--- src/rtl/pipe_pkg.sv ---
// Shared pipeline definitions: bypass selects, ALU opcodes,
// default widths and the EXE-stage bubble control vector.
package pipe_pkg;

  localparam int DEF_WIDTH = 32;
  localparam int DEF_RN_W  = 5;

  localparam logic [1:0] FWD_RF     = 2'b00;
  localparam logic [1:0] FWD_EXE    = 2'b01;
  localparam logic [1:0] FWD_MEMALU = 2'b10;
  localparam logic [1:0] FWD_MEMLD  = 2'b11;

  localparam logic [3:0] ALU_ADD = 4'b0000;
  localparam logic [3:0] ALU_SUB = 4'b0100;
  localparam logic [3:0] ALU_AND = 4'b0001;
  localparam logic [3:0] ALU_OR  = 4'b0101;
  localparam logic [3:0] ALU_XOR = 4'b0010;
  localparam logic [3:0] ALU_LUI = 4'b0110;
  localparam logic [3:0] ALU_SLL = 4'b0011;
  localparam logic [3:0] ALU_SRL = 4'b0111;
  localparam logic [3:0] ALU_SRA = 4'b1111;

  typedef struct packed {
    logic       wreg;
    logic       m2reg;
    logic       wmem;
    logic       jal;
    logic       valid;
    logic [3:0] aluc;
  } ex_ctrl_t;

  // A bubble has no side effects and decodes as ADD.
  localparam ex_ctrl_t BUBBLE_CTRL = '{
    wreg:  1'b0,
    m2reg: 1'b0,
    wmem:  1'b0,
    jal:   1'b0,
    valid: 1'b0,
    aluc:  ALU_ADD
  };

endpackage

--- src/rtl/operand_fwd_mux.sv ---
// 4:1 bypass mux for one ALU source operand.
// Ports: sel, rf, e_alu, m_alu, m_mem -> y.
module operand_fwd_mux
  import pipe_pkg::*;
#(
  parameter int WIDTH = DEF_WIDTH
) (
  input  logic [1:0]       sel,
  input  logic [WIDTH-1:0] rf,
  input  logic [WIDTH-1:0] e_alu,
  input  logic [WIDTH-1:0] m_alu,
  input  logic [WIDTH-1:0] m_mem,
  output logic [WIDTH-1:0] y
);

  always_comb begin
    y = rf;
    unique case (sel)
      FWD_RF:     y = rf;
      FWD_EXE:    y = e_alu;
      FWD_MEMALU: y = m_alu;
      FWD_MEMLD:  y = m_mem;
      default:    y = rf;
    endcase
  end

endmodule

--- src/rtl/id_exe_reg.sv ---
// ID/EXE pipeline register with rs/rt bypass, stall and flush.
// Ports: clock, reset, stall, flush, d_* ID fields -> e_* EXE fields.
module id_exe_reg
  import pipe_pkg::*;
#(
  parameter int WIDTH = DEF_WIDTH,
  parameter int RN_W  = DEF_RN_W
) (
  input  logic             clock,
  input  logic             reset,
  input  logic             stall,
  input  logic             flush,
  input  logic [WIDTH-1:0] d_qa,
  input  logic [WIDTH-1:0] d_qb,
  input  logic [1:0]       d_fwda,
  input  logic [1:0]       d_fwdb,
  input  logic [WIDTH-1:0] e_alu_fb,
  input  logic [WIDTH-1:0] m_alu_fb,
  input  logic [WIDTH-1:0] m_mem_fb,
  input  logic [WIDTH-1:0] d_imm,
  input  logic [4:0]       d_sa,
  input  logic [3:0]       d_aluc,
  input  logic             d_aluimm,
  input  logic             d_shift,
  input  logic             d_wreg,
  input  logic             d_m2reg,
  input  logic             d_wmem,
  input  logic             d_jal,
  input  logic [RN_W-1:0]  d_rn,
  input  logic [WIDTH-1:0] d_pc4,
  output logic [WIDTH-1:0] e_a,
  output logic [WIDTH-1:0] e_b,
  output logic [3:0]       e_aluc,
  output logic [WIDTH-1:0] e_st_data,
  output logic             e_wreg,
  output logic             e_m2reg,
  output logic             e_wmem,
  output logic             e_jal,
  output logic [RN_W-1:0]  e_rn,
  output logic [WIDTH-1:0] e_pc8,
  output logic             e_valid
);

  logic [WIDTH-1:0] fa;
  logic [WIDTH-1:0] fb;
  logic [WIDTH-1:0] a_nxt;
  logic [WIDTH-1:0] b_nxt;
  ex_ctrl_t         ctrl_q;
  ex_ctrl_t         ctrl_d;

  operand_fwd_mux #(.WIDTH(WIDTH)) u_fwd_a (
    .sel   (d_fwda),
    .rf    (d_qa),
    .e_alu (e_alu_fb),
    .m_alu (m_alu_fb),
    .m_mem (m_mem_fb),
    .y     (fa)
  );

  operand_fwd_mux #(.WIDTH(WIDTH)) u_fwd_b (
    .sel   (d_fwdb),
    .rf    (d_qb),
    .e_alu (e_alu_fb),
    .m_alu (m_alu_fb),
    .m_mem (m_mem_fb),
    .y     (fb)
  );

  // Shifts take the amount on operand a and shift operand b.
  assign a_nxt = d_shift
    ? {{(WIDTH-5){1'b0}}, d_sa}
    : fa;
  assign b_nxt = d_aluimm ? d_imm : fb;

  assign ctrl_d = '{
    wreg:  d_wreg,
    m2reg: d_m2reg,
    wmem:  d_wmem,
    jal:   d_jal,
    valid: 1'b1,
    aluc:  d_aluc
  };

  // Flush outranks stall so a squashed slot keeps no side effects.
  always_ff @(posedge clock) begin
    if (reset || flush) begin
      ctrl_q    <= BUBBLE_CTRL;
      e_a       <= '0;
      e_b       <= '0;
      e_st_data <= '0;
      e_rn      <= '0;
      e_pc8     <= '0;
    end else if (!stall) begin
      ctrl_q    <= ctrl_d;
      e_a       <= a_nxt;
      e_b       <= b_nxt;
      e_st_data <= fb;
      e_rn      <= d_rn;
      e_pc8     <= d_pc4 + WIDTH'(4);
    end
  end

  assign e_wreg  = ctrl_q.wreg;
  assign e_m2reg = ctrl_q.m2reg;
  assign e_wmem  = ctrl_q.wmem;
  assign e_jal   = ctrl_q.jal;
  assign e_valid = ctrl_q.valid;
  assign e_aluc  = ctrl_q.aluc;

endmodule

--- config.mk ---
export PLATFORM = sky130hd
export DESIGN_NAME = id_exe_reg
export DESIGN_NICKNAME = d
export VERILOG_FILES = /design/src/rtl/pipe_pkg.sv /design/src/rtl/operand_fwd_mux.sv /design/src/rtl/id_exe_reg.sv
export SDC_FILE = /design/constraint.sdc
export NUM_CORES = 1
export LEC_CHECK = 0
export CAP_MARGIN = 20
export CORE_AREA = 2 2 153 155
export CTS_BUF_LIST = sky130_fd_sc_hd__clkbuf_8
export CTS_CLUSTER_SIZE = 25
export DETAILED_ROUTE_END_ITERATION = 12
export DIE_AREA = 0 0 155 157
export PLACE_DENSITY = 0.7
export SETUP_SLACK_MARGIN = 0.02
export SYNTH_ARGS = -nofsm -noshare
export SYNTH_HDL_FRONTEND = slang
export SYNTH_SLANG_ARGS = --single-unit
--- constraint.sdc ---
create_clock -name clock -period 1.85 [get_ports clock]
set_clock_uncertainty 0.2 [all_clocks]
set_input_delay 0.185 -clock clock [delete_from_list [all_inputs] [get_ports clock]]
set_output_delay 0.185 -clock clock [all_outputs]
set_load 0.01 [all_outputs]
# After elaboration in Yosys (flattened, before gate mapping)
# Index checks and enable logic that the tools add are counted.
# Widths: inputs -> output; s select.
# totals
ff_bits	142
in_bits	252
out_inout_bits	142
elab_cells	25
# classes
addsub	1
n_eq_ne	6
n_mux	4
n_reduce_logical	3
# ops
operator	count
$pmux 32 s4	2
$mux 32	2
$add 32x3->32 const B	1
$eq 2x2->1 const B	4
$eq 2x1->1 const B	2
$logic_not 2->1	2
$logic_or 1x1->1	1

# Longest topological paths before layout
# Gate-level depths: netlist (run 1).
# logic_depth
depth_word	3
mapped_depth	6

# Modules after synthesis
# From an unflattened synthesis (run 1), not the netlist that was laid out.
# unflattened
hier_cells	741
area_unflattened_um2	7522.2
# by_module_without_submodules
mod	n_inst	cells_per_inst	area_per_inst_um2	seq_area_each_um2
id_exe_reg	1	663	5893.2	2842.7
operand_fwd_mux	2	39	814.5	0.0

# Least setup slack after synthesis (run 1)
# OpenSTA, ideal clock, no wires.
# synth_timing
kind	input-to-reg
startpoint	input port d_fwdb[0]
endpoint	register e_b[10]
setup_ps	132
arrival_time_ps	1436
required_ps	1518
setup_slack_ps	81
cell_stages	5
path_cell_list	clkbuf_1 -> buf_2 -> mux4_2 -> mux2i_1 -> a21oi_1
# synth_via
elab_chain_cells	3
elab_cells_between_ends	6
classes_between	3 x eq/ne; 2 x mux; 1 x reduce/logical
# synth_rtl
item	line	text
start, declared	id_exe_reg.sv:16	input logic [1:0] d_fwdb,
$eq 2x2->1, or another cell as far along	operand_fwd_mux.sv:18	unique case (sel)
$pmux 32 s4 (*)	operand_fwd_mux.sv:18	
$mux 32 (*)	id_exe_reg.sv:73	assign b_nxt = d_aluimm ? d_imm : fb;
end signal, assigned	id_exe_reg.sv:96	e_b <= b_nxt;
end, declared	id_exe_reg.sv:32	output logic [WIDTH-1:0] e_b,
# Every way passes the cells marked *; elsewhere a longest branch is shown, timed or not.
# A chain may end at the register's enable or synchronous reset.

# Worst setup path in the final report (run 1)
# layout_timing
startpoint	register e_a[30]
endpoint	output port e_a[30]
# layout_lines
item	line	text
start, declared	id_exe_reg.sv:31	output logic [WIDTH-1:0] e_a,
start signal, assigned	id_exe_reg.sv:95	e_a <= a_nxt;
# No word-level cell between the ends.

==> results of run 1 <==
## registers in the layout, summed over array words and instances, names as in the netlist
| name | flops |
|---|---|
| e_valid | 1 |
| e_jal | 1 |
| e_b | 32 |
| e_rn | 5 |
| e_wmem | 1 |
| e_st_data | 32 |
| e_wreg | 1 |
| e_m2reg | 1 |
| e_a | 32 |
| e_aluc | 4 |
| e_pc8 | 32 |
## repair_timing
action,in CTS,in global routing
cloned,0,0
setup endpoints to repair,1,10
endpoints found under the hold margin,5,0
resized for setup,1,10
hold buffers,1,0
## layer usage
metal | routed length [µm] | vias up
li1 | - | 3569
met1 | 11700 | 3561
met2 | 14700 | 344
met3 | 2500 | 44
met4 | 713 | 0
met5 | 0 | -
## stage by stage
stage / cell area, µm² / hold WS [ps] / instances
after detailed placement: 11900 / 245 / 1408
after global routing: 12400 / 123 / 1442
after floorplan: 7190 / 129 / 724
final: 12400 / 130 / 1442
after global placement: 11900 / 242 / 1408
after CTS: 12400 / 96.7 / 1441
## area by class of cell
cell class / instances / area (µm²) / share of cell area (%)
inverter: 3 / 13.8 / 0.111
clock buffer: 17 / 234 / 1.88
antenna: 1 / 2.50 / 0.0201
tap: 285 / 357 / 2.87
multi-input combinational: 515 / 4120 / 33.1
timing repair buffer: 464 / 4630 / 37.3
clock inverter: 15 / 231 / 1.86
sequential: 142 / 2840 / 22.9
## power breakdown
group / internal [mW] / leakage [nW] / total, mW / switching [mW]
Sequential: 3.17 / 1.16 / 3.23 / 0.0616
Clock: 1.63 / 0.228 / 2.97 / 1.34
Combinational: 1.14 / 3.30 / 1.92 / 0.778
## path summary, 6_finish.rpt
kind | startpoint | slack [ps] | cells after the start | end
max | e_a[30] | 70 | 1 | e_a[30]
min | d_aluimm | 130 | 4 | e_b[30]
max reg2reg | e_pc8[10] | 930 | 2 | e_pc8[10]
min reg2reg | e_st_data[30] | 260 | 2 | e_st_data[30]
## synth_stat cells
library cell,instances
a211oi_1,7
a21boi_0,1
a21oi_1,80
a22oi_1,27
a311oi_1,1
a31oi_1,8
and3_1,2
and4_1,8
and4_2,2
buf_1,6
buf_2,6
clkbuf_1,52
dfxtp_1,142
ha_1,1
inv_1,2
inv_2,1
mux2i_1,53
mux4_2,64
nand2_1,76
nand2b_1,2
nand3_1,13
nand4_1,6
nand4_2,1
nand4_4,1
nor2_1,51
nor3_1,10
nor4_1,8
o211a_1,1
o21a_1,1
o21ai_0,63
o311a_1,2
o31ai_1,2
or2_0,1
or2_2,1
or3_1,6
or4_1,2
or4_4,1
xnor2_1,8
xor2_1,5
## logic make-up after synthesis
| logic type | Yosys count | share of synthesized area (%) |
|---|---|---|
| buf+inv | 67 | 3.60 |
| mux | 117 | 27.4 |
| xor+xnor | 13 | 1.58 |
| simple gates | 191 | 12.6 |
| flops | 142 | 39.5 |
| compound gates | 193 | 15.1 |
| fa+ha+maj | 1 | 0.174 |
==> out/qor.yml, run 1 <==
synth_area_um2: 7190
status: "finished, final reports clean"
fin_ws_ps: 73.4
place_ws_ps: -361
start_kind: "flop"
area_growth_pct: 72.9
numCtsBuffers: 17
grt_use_met2_pct: 41.0
die_w_um: 155
clock.fmax_ghz: 0.563
numPortBuffers: 393
period_share_pct: 96.0
grt_use_total_pct: 23.7
rsz0062_at_grt: "no"
avgSynthCellArea_um2: 9.94
ys_seq_area_share_pct: 39.5
ir_drop_mv: 0.481
grt_pass1_vias: 7572
synth_top_area_share_pct: 39.5
final.setup.tns_ps: 0
synth_top_area_cell: "dfxtp_1"
wl_per_cell_um: 20.5
max_stage_delay_ps: 580
path_clk_slew_ps: 80
fin_util_pct: 55.3
fin_nets: 1396
crit_chain: "clkdlybuf4s50_1"
die-area_um2: 24300
yosys_warnings: 0
grt_use_met3_pct: 8.29
drive_above_1_share_pct: 15.9
critical_path.max_fanout: 2
critPathCaptureType: "primary output"
cts_tree: "yes"
ant_nets: 0
ys_ff_latch: 142
crit_slowest_cell: "clkdlybuf4s50_1"
synth_cell_types: 39
htree_levels: 4
cts.path.max_buffers: 2
syn-num-nets: 977
final_cell_mix: "clkdlybuf4s50_1 (379), dfxtp_1 (142), a21oi_1 (80), nand2_1 (76), mux4_2 (64)"
p_leak_nw: 4.68
top_usage_layer: "met2"
setup_viol: 0
wl_um: 29600
dp_hpwl_um: 22900
synthCells: 724
worstMarginPinSlew_ps: 343
num_vias: 7518
finalPower_mw: 8.12
crit_buf_inv: 1
maxSlewViolCount: 0
min_path_type: "primary input to flop"
gp_congestion: 0.885
core_um2: 22500
insertion_delay_ps: 440
grt_antenna_before_repair: 1
period_minus_slack_ps: 1780
root_buffer: "clkbuf_8"
critPathRequiredTime_ps: 1460
final_common_cell: "clkdlybuf4s50_1"
grt_pass1_wl_um: 43700
cp_top_family: "buffers and inverters"
p_per_area_nw_per_um2: 653
io_pins: 394
path_class: "flop to primary output"
drt_first_iter_violations: 445
die_h_um: 157
dr.pass1.iters: 5
maxCapViolCount: 0
relSlewSlack_pct: 77.0
netlist_top_cells_area: "dfxtp_1 (40%), mux4_2 (20%), mux2i_1 (7.4%)"
gr-usage-met1_pct: 27.4
grt_overflow: 0
rows: 55
start_util_pct: 32.0
fillers: 1969
grt_max_degree: 62
post-cts-setup-buffers: 0
critPathArrivalTime_ps: 1390
cts.sinks: 142
hold_viol_final: 0
vias_per_cell: 5.21
post-route-drc-count: 0
(Power assumes the default switching activity.)
==> run 2: changes to the inputs <==
--- a/config.mk
+++ b/config.mk
@@ -7,7 +7,7 @@
 export LEC_CHECK = 0
 export CAP_MARGIN = 20
 export CORE_AREA = 2 2 153 155
-export CTS_BUF_LIST = sky130_fd_sc_hd__clkbuf_8
+export CTS_BUF_LIST = sky130_fd_sc_hd__clkbuf_16
 export CTS_CLUSTER_SIZE = 25
 export DETAILED_ROUTE_END_ITERATION = 12
 export DIE_AREA = 0 0 155 157
==> out/qor.yml, run 2 (same netlist as run 1, synthesis figures left out) <==
final_common_cell: "clkdlybuf4s50_1"  # unchanged
rows: 55  # unchanged
grt_pass1_wl_um: 44100  # was 43700 µm
final_cells: 1442  # unchanged
critPathCaptureType: "flop"  # was primary output
worstMarginPinSlew_ps: 395  # was 343 ps
die_h_um: 157  # unchanged
cts.sinks: 142  # unchanged
period_minus_slack_ps: 1800  # was 1780 ps
dr.pass1.iters: 5  # unchanged
relSlewSlack_pct: 73.4  # was 77.0%
num_vias: 7588  # was 7518
p_clk_share_pct: 42.7  # was 36.5%
min_path_type: "primary input to flop"  # unchanged
fillers: 1948  # was 1969
root_buffer: "clkbuf_16"  # was clkbuf_8
wl_um: 29700  # was 29600 µm
grt_overflow: 0  # unchanged
maxSlewViolCount: 0  # unchanged
rsz0062_at_grt: "yes"  # was no
ant_nets: 0  # unchanged
grt_use_total_pct: 23.9  # was 23.7%
htree_levels: 4  # unchanged
wl_per_cell_um: 20.6  # was 20.5 µm
switching_share_pct: 25.2  # was 26.8%
path_class: "primary input to flop"  # was flop to primary output
p_sw_mw: 2.27  # was 2.18 mW
post-route-drc-count: 0  # unchanged
die_w_um: 155  # unchanged
cts.path.max_buffers: 2  # unchanged
status: "finished, final reports clean"  # unchanged
gp_congestion: 0.885  # unchanged
drive_above_1_share_pct: 16.0  # was 15.9%
period_share_pct: 97.2  # was 96.0%
area_growth_pct: 75.5  # was 72.9%
timing.hold.ws_ps: 64.1  # was 130 ps
fin_nets: 1396  # unchanged
start_kind: "primary input"  # was flop
drt_first_iter_violations: 511  # was 445
seq_power_share_pct: 35.9  # was 39.8%
maxCapViolCount: 0  # unchanged
final_cell_mix: "clkdlybuf4s50_1 (384), dfxtp_1 (142), a21oi_1 (80), nand2_1 (76), mux4_2 (64)"  # was clkdlybuf4s50_1 (379), dfxtp_1 (142), a21oi_1 (80), nand2_1 (76), mux4_2 (64)
dp_cells: 1408  # unchanged
cts_tree: "yes"  # unchanged
p_per_area_nw_per_um2: 713  # was 653 nW/µm²
core_um2: 22500  # unchanged
critPathArrivalTime_ps: 1900  # was 1390 ps
worst-r2r-cell-count: 2  # unchanged
path_clk_slew_ps: 60  # was 80 ps
intPower_mw: 6.74  # was 5.94 mW
clock.fmax_ghz: 0.556  # was 0.563 GHz
numCtsBuffers: 17  # unchanged
reg2reg_setup_slack_ps: 940  # was 930 ps
p_leak_nw: 4.67  # was 4.68 nW
critical_path.max_fanout: 4  # was 2
vias_per_cell: 5.26  # was 5.21
final.setup.tns_ps: 0  # unchanged
whs_path_depth: 4  # unchanged
ir_drop_mv: 0.492  # was 0.481 mV
hold_viol_final: 0  # unchanged
numPortBuffers: 393  # unchanged
setup_viol: 0  # unchanged
grt_antenna_before_repair: 1  # unchanged
grt_pass1_vias: 7613  # was 7572
io_pins: 394  # unchanged
critPathRequiredTime_ps: 1950  # was 1460 ps
finalPower_mw: 9.01  # was 8.12 mW
grt_max_degree: 62  # unchanged
start_util_pct: 32.0  # unchanged
fin_util_pct: 56.1  # was 55.3%
die-area_um2: 24300  # unchanged
combPwrFrac_pct: 21.3  # was 23.6%
dp_hpwl_um: 22900  # unchanged
insertion_delay_ps: 410  # was 440 ps
## run 2: cell types whose count changed in the layout (fill, tap and decap cells not counted), sizes merged
cell,delta
dlymetal6s2s,-4
clkdlybuf4s50,+5
dlygate4sd2,-1
## run 2: area by class of cell
| class | instances | area [µm²] | area share [%] |
|---|---|---|---|
| Antenna cell | 1 | 2.50 | 0.0198 |
| Clock buffer | 17 | 425 | 3.37 |
| Clock inverter | 15 | 231 | 1.83 |
| Inverter | 3 | 13.8 | 0.109 |
| Multi-Input combinational cell | 515 | 4130 | 32.7 |
| Sequential cell | 142 | 2840 | 22.5 |
| Tap cell | 285 | 357 | 2.82 |
| Timing Repair Buffer | 464 | 4620 | 36.6 |
## run 2: per-stage QoR
| step | cell area, µm² | setup WS (ps) |
|---|---|---|
| after detailed placement | 11900 | -361 |
| after CTS | 12600 | 64.7 |
| after global placement | 11900 | -360 |
| after floorplan | 7190 | 81.2 |
| after global routing | 12600 | -33.3 |
| final | 12600 | 51.3 |
## run 2: path summary, 6_finish.rpt
| kind | startpoint | endpoint |
|---|---|---|
| max reg2reg | e_pc8[10] | e_pc8[10] |
| min reg2reg | e_valid | e_valid |
| min | d_pc4[22] | e_pc8[22] |
| max | d_pc4[2] | e_pc8[16] |
## run 2: what timing repair did
item                       CTS  global route
setup buffers                0             0
gates resized for setup      0             7
setup endpoints to repair    0             6
hold endpoints to repair     1             0
hold buffers                 1             0
## run 2: routing by layer
layer | GRT usage [%] | vias to the layer above | routed length (µm)
met5 | 0 | - | 0
met4 | 7.63 | 0 | 734
met3 | 8.15 | 44 | 2500
met2 | 41.4 | 365 | 14900
met1 | 27.8 | 3608 | 11600
li1 | - | 3571 | -
## run 2: critical path, stage by stage
cell and delay (ps):
clkdlybuf4s50_1 480, ha_1 190, nand3_1 170, buf_4 200
nor4_1 400, xnor2_1 180, a21oi_1 90
## run 2: power groups by stage
stage	Sequential [mW]	Clock (mW)	Combinational (mW)
floorplan	3.35	0	0.701
global placement	3.30	0	1.90
detailed placement	3.30	0	1.92
CTS	3.24	3.93	1.93
global route	3.25	4.06	2.04
finish	3.24	3.85	1.92
==> run 3: changes to the inputs <==
--- a/config.mk
+++ b/config.mk
@@ -6,12 +6,12 @@
 export NUM_CORES = 1
 export LEC_CHECK = 0
 export CAP_MARGIN = 20
-export CORE_AREA = 2 2 153 155
+export CORE_AREA = 2 2 152 154
 export CTS_BUF_LIST = sky130_fd_sc_hd__clkbuf_16
 export CTS_CLUSTER_SIZE = 25
 export DETAILED_ROUTE_END_ITERATION = 12
-export DIE_AREA = 0 0 155 157
-export PLACE_DENSITY = 0.7
+export DIE_AREA = 0 0 154 156
+export PLACE_DENSITY = 0.69
 export SETUP_SLACK_MARGIN = 0.02
 export SYNTH_ARGS = -nofsm -noshare
 export SYNTH_HDL_FRONTEND = slang
==> constraint.sdc (replaced) <==
create_clock -name clock -period 2 [get_ports clock]
set_clock_uncertainty 0.2 [all_clocks]
set_input_delay 0.2 -clock clock [delete_from_list [all_inputs] [get_ports clock]]
set_output_delay 0.2 -clock clock [all_outputs]
set_load 0.01 [all_outputs]
==> out/qor.yml, run 3 (same netlist as run 1, synthesis figures left out) <==
drive_above_1_share_pct: 15.3  # was 16.0%
dr.pass1.iters: 5  # unchanged
relSlewSlack_pct: 54.7  # was 73.4%
maxSlewViolCount: 0  # unchanged
cts.path.max_buffers: 2  # unchanged
hold_viol_final: 0  # unchanged
io_pins: 394  # unchanged
final_cell_mix: "clkdlybuf4s50_1 (387), dfxtp_1 (142), a21oi_1 (80), nand2_1 (76), mux4_2 (64)"  # was clkdlybuf4s50_1 (384), dfxtp_1 (142), a21oi_1 (80), nand2_1 (76), mux4_2 (64)
grt_overflow: 0  # unchanged
htree_levels: 4  # unchanged
cts_tree: "yes"  # unchanged
crit_chain: "clkdlybuf4s50_1, nand4_2, or4_4, or4_1, a31oi_1"  # was clkdlybuf4s50_1, ha_1, nand3_1, buf_4, nor4_1, xnor2_1, a21oi_1
drt_first_iter_violations: 420  # was 511
cts.sinks: 142  # unchanged
fin_util_pct: 55.5  # was 56.1%
crit_slowest_cell: "or4_4"  # was clkdlybuf4s50_1
post_dp_cell_area_um2: 11900  # about the same
final.setup.tns_ps: 0  # unchanged
finalPower_mw: 7.62  # was 9.01 mW
setup_viol: 0  # unchanged
critPathRequiredTime_ps: 2140  # was 1950 ps
die_w_um: 154  # was 155 µm
status: "finished, final reports clean"  # unchanged
final_cells: 1440  # was 1442
path_class: "primary input to flop"  # unchanged
post-route-drc-count: 0  # unchanged
rows: 55  # unchanged
dp_cells: 1407  # was 1408
numPortBuffers: 393  # unchanged
die_h_um: 156  # was 157 µm
maxCapViolCount: 0  # unchanged
ir_drop_mv: 0.472  # was 0.492 mV
timing.hold.ws_ps: 180  # was 64.1 ps
start_kind: "primary input"  # unchanged
cp_top_family: "simple AND/OR/NAND/NOR gates"  # was buffers and inverters
p_per_area_nw_per_um2: 614  # was 713 nW/µm²
fillers: 1960  # was 1948
numCtsBuffers: 17  # unchanged
post-cts-setup-buffers: 0  # unchanged
worstMarginPinSlew_ps: 679  # was 395 ps
fin_nets: 1395  # was 1396
critical_path.max_fanout: 4  # unchanged
final_common_cell: "clkdlybuf4s50_1"  # unchanged
gp_congestion: 0.851  # was 0.885
critPathArrivalTime_ps: 1990  # was 1900 ps
min_path_type: "primary input to flop"  # unchanged
period_share_pct: 92.9
period_minus_slack_ps: 1860
grt_max_degree: 61  # was 62
wl_um: 30100  # was 29700 µm
area_growth_pct: 72.4  # was 75.5%
vias_per_cell: 5.24  # was 5.26
die-area_um2: 24000  # was 24300 µm²
grt_antenna_before_repair: 1  # unchanged
root_buffer: "clkbuf_16"  # unchanged
grt_pass1_vias: 7655  # was 7613
postCtsResizedCells: 0  # unchanged
grt_use_total_pct: 24.7  # was 23.9%
dp_hpwl_um: 23100  # was 22900 µm
max_stage_delay_ps: 560  # was 480 ps
crit_buf_inv: 1  # was 2
place_ws_ps: -261  # was -361 ps
insertion_delay_ps: 410  # about the same
p_leak_nw: 4.55  # was 4.67 nW
final_area_um2: 12400  # was 12600 µm²
num_vias: 7547  # was 7588
path_clk_slew_ps: 60  # about the same
core_um2: 22400  # was 22500 µm²
critPathCaptureType: "flop"  # unchanged
grt_pass1_wl_um: 45500  # was 44100 µm
wl_per_cell_um: 20.9  # was 20.6 µm
clock.fmax_ghz: 0.538
start_util_pct: 32.2  # was 32.0%
fin_ws_ps: 143  # was 51.3 ps
rsz0062_at_grt: "no"  # was yes
ant_nets: 0  # unchanged
[run 3: cell types whose count changed in the layout (fill, tap and decap cells not counted), sizes merged]
cell           before  now
clkdlybuf4s50     384  387
buf                76   75
clkinvlp            2    6
bufinv              5    0
dlymetal6s2s        3    0
[run 3: final cells by class]
type,count,area [µm²],area share (%)
tap,285,357,2.88
inverter,3,13.8,0.111
sequential,142,2840,22.9
antenna,1,2.50,0.0202
clock buffer,17,425,3.43
clock inverter,14,97.6,0.787
timing repair buffer,463,4560,36.8
multi-input combinational,515,4110,33.1
[run 3: what timing repair did]
| action | 4_1_cts | 5_1_grt |
|---|---|---|
| hold buffers | 1 | 0 |
| hold endpoints to repair | 6 | 0 |
| setup endpoints to repair | 0 | 0 |
[run 3: worst reg2reg max path, cell delays in order, from the launching register on]
cell and delay, ps:
dfxtp_1 330, a22oi_1 220, nor2_1 60
[run 3: path summary, 6_finish.rpt]
path	to	from	cells after the start	slack, ps
setup reg to reg	e_a[30]	e_a[30]	2	1080
setup / recovery	e_pc8[29]	d_pc4[14]	5	140
hold / removal	e_b[18]	d_aluimm	4	180
hold reg to reg	e_pc8[4]	e_pc8[4]	2	260
[run 3: routing by layer]
metal	track usage, %	share of wire, %
met1	30.0	41
met2	42.9	50
met3	7.28	7.1
met4	6.50	1.5
met5	0	0
[run 3: power breakdown]
| part | total [mW] | leakage, nW | internal (mW) | switching, mW |
|---|---|---|---|---|
| Clock | 2.87 | 0.247 | 1.58 | 1.29 |
| Combinational | 1.75 | 3.15 | 1.05 | 0.710 |
| Sequential | 3.00 | 1.16 | 2.94 | 0.0580 |
| Total | 7.62 | 4.55 | 5.56 | 2.06 |
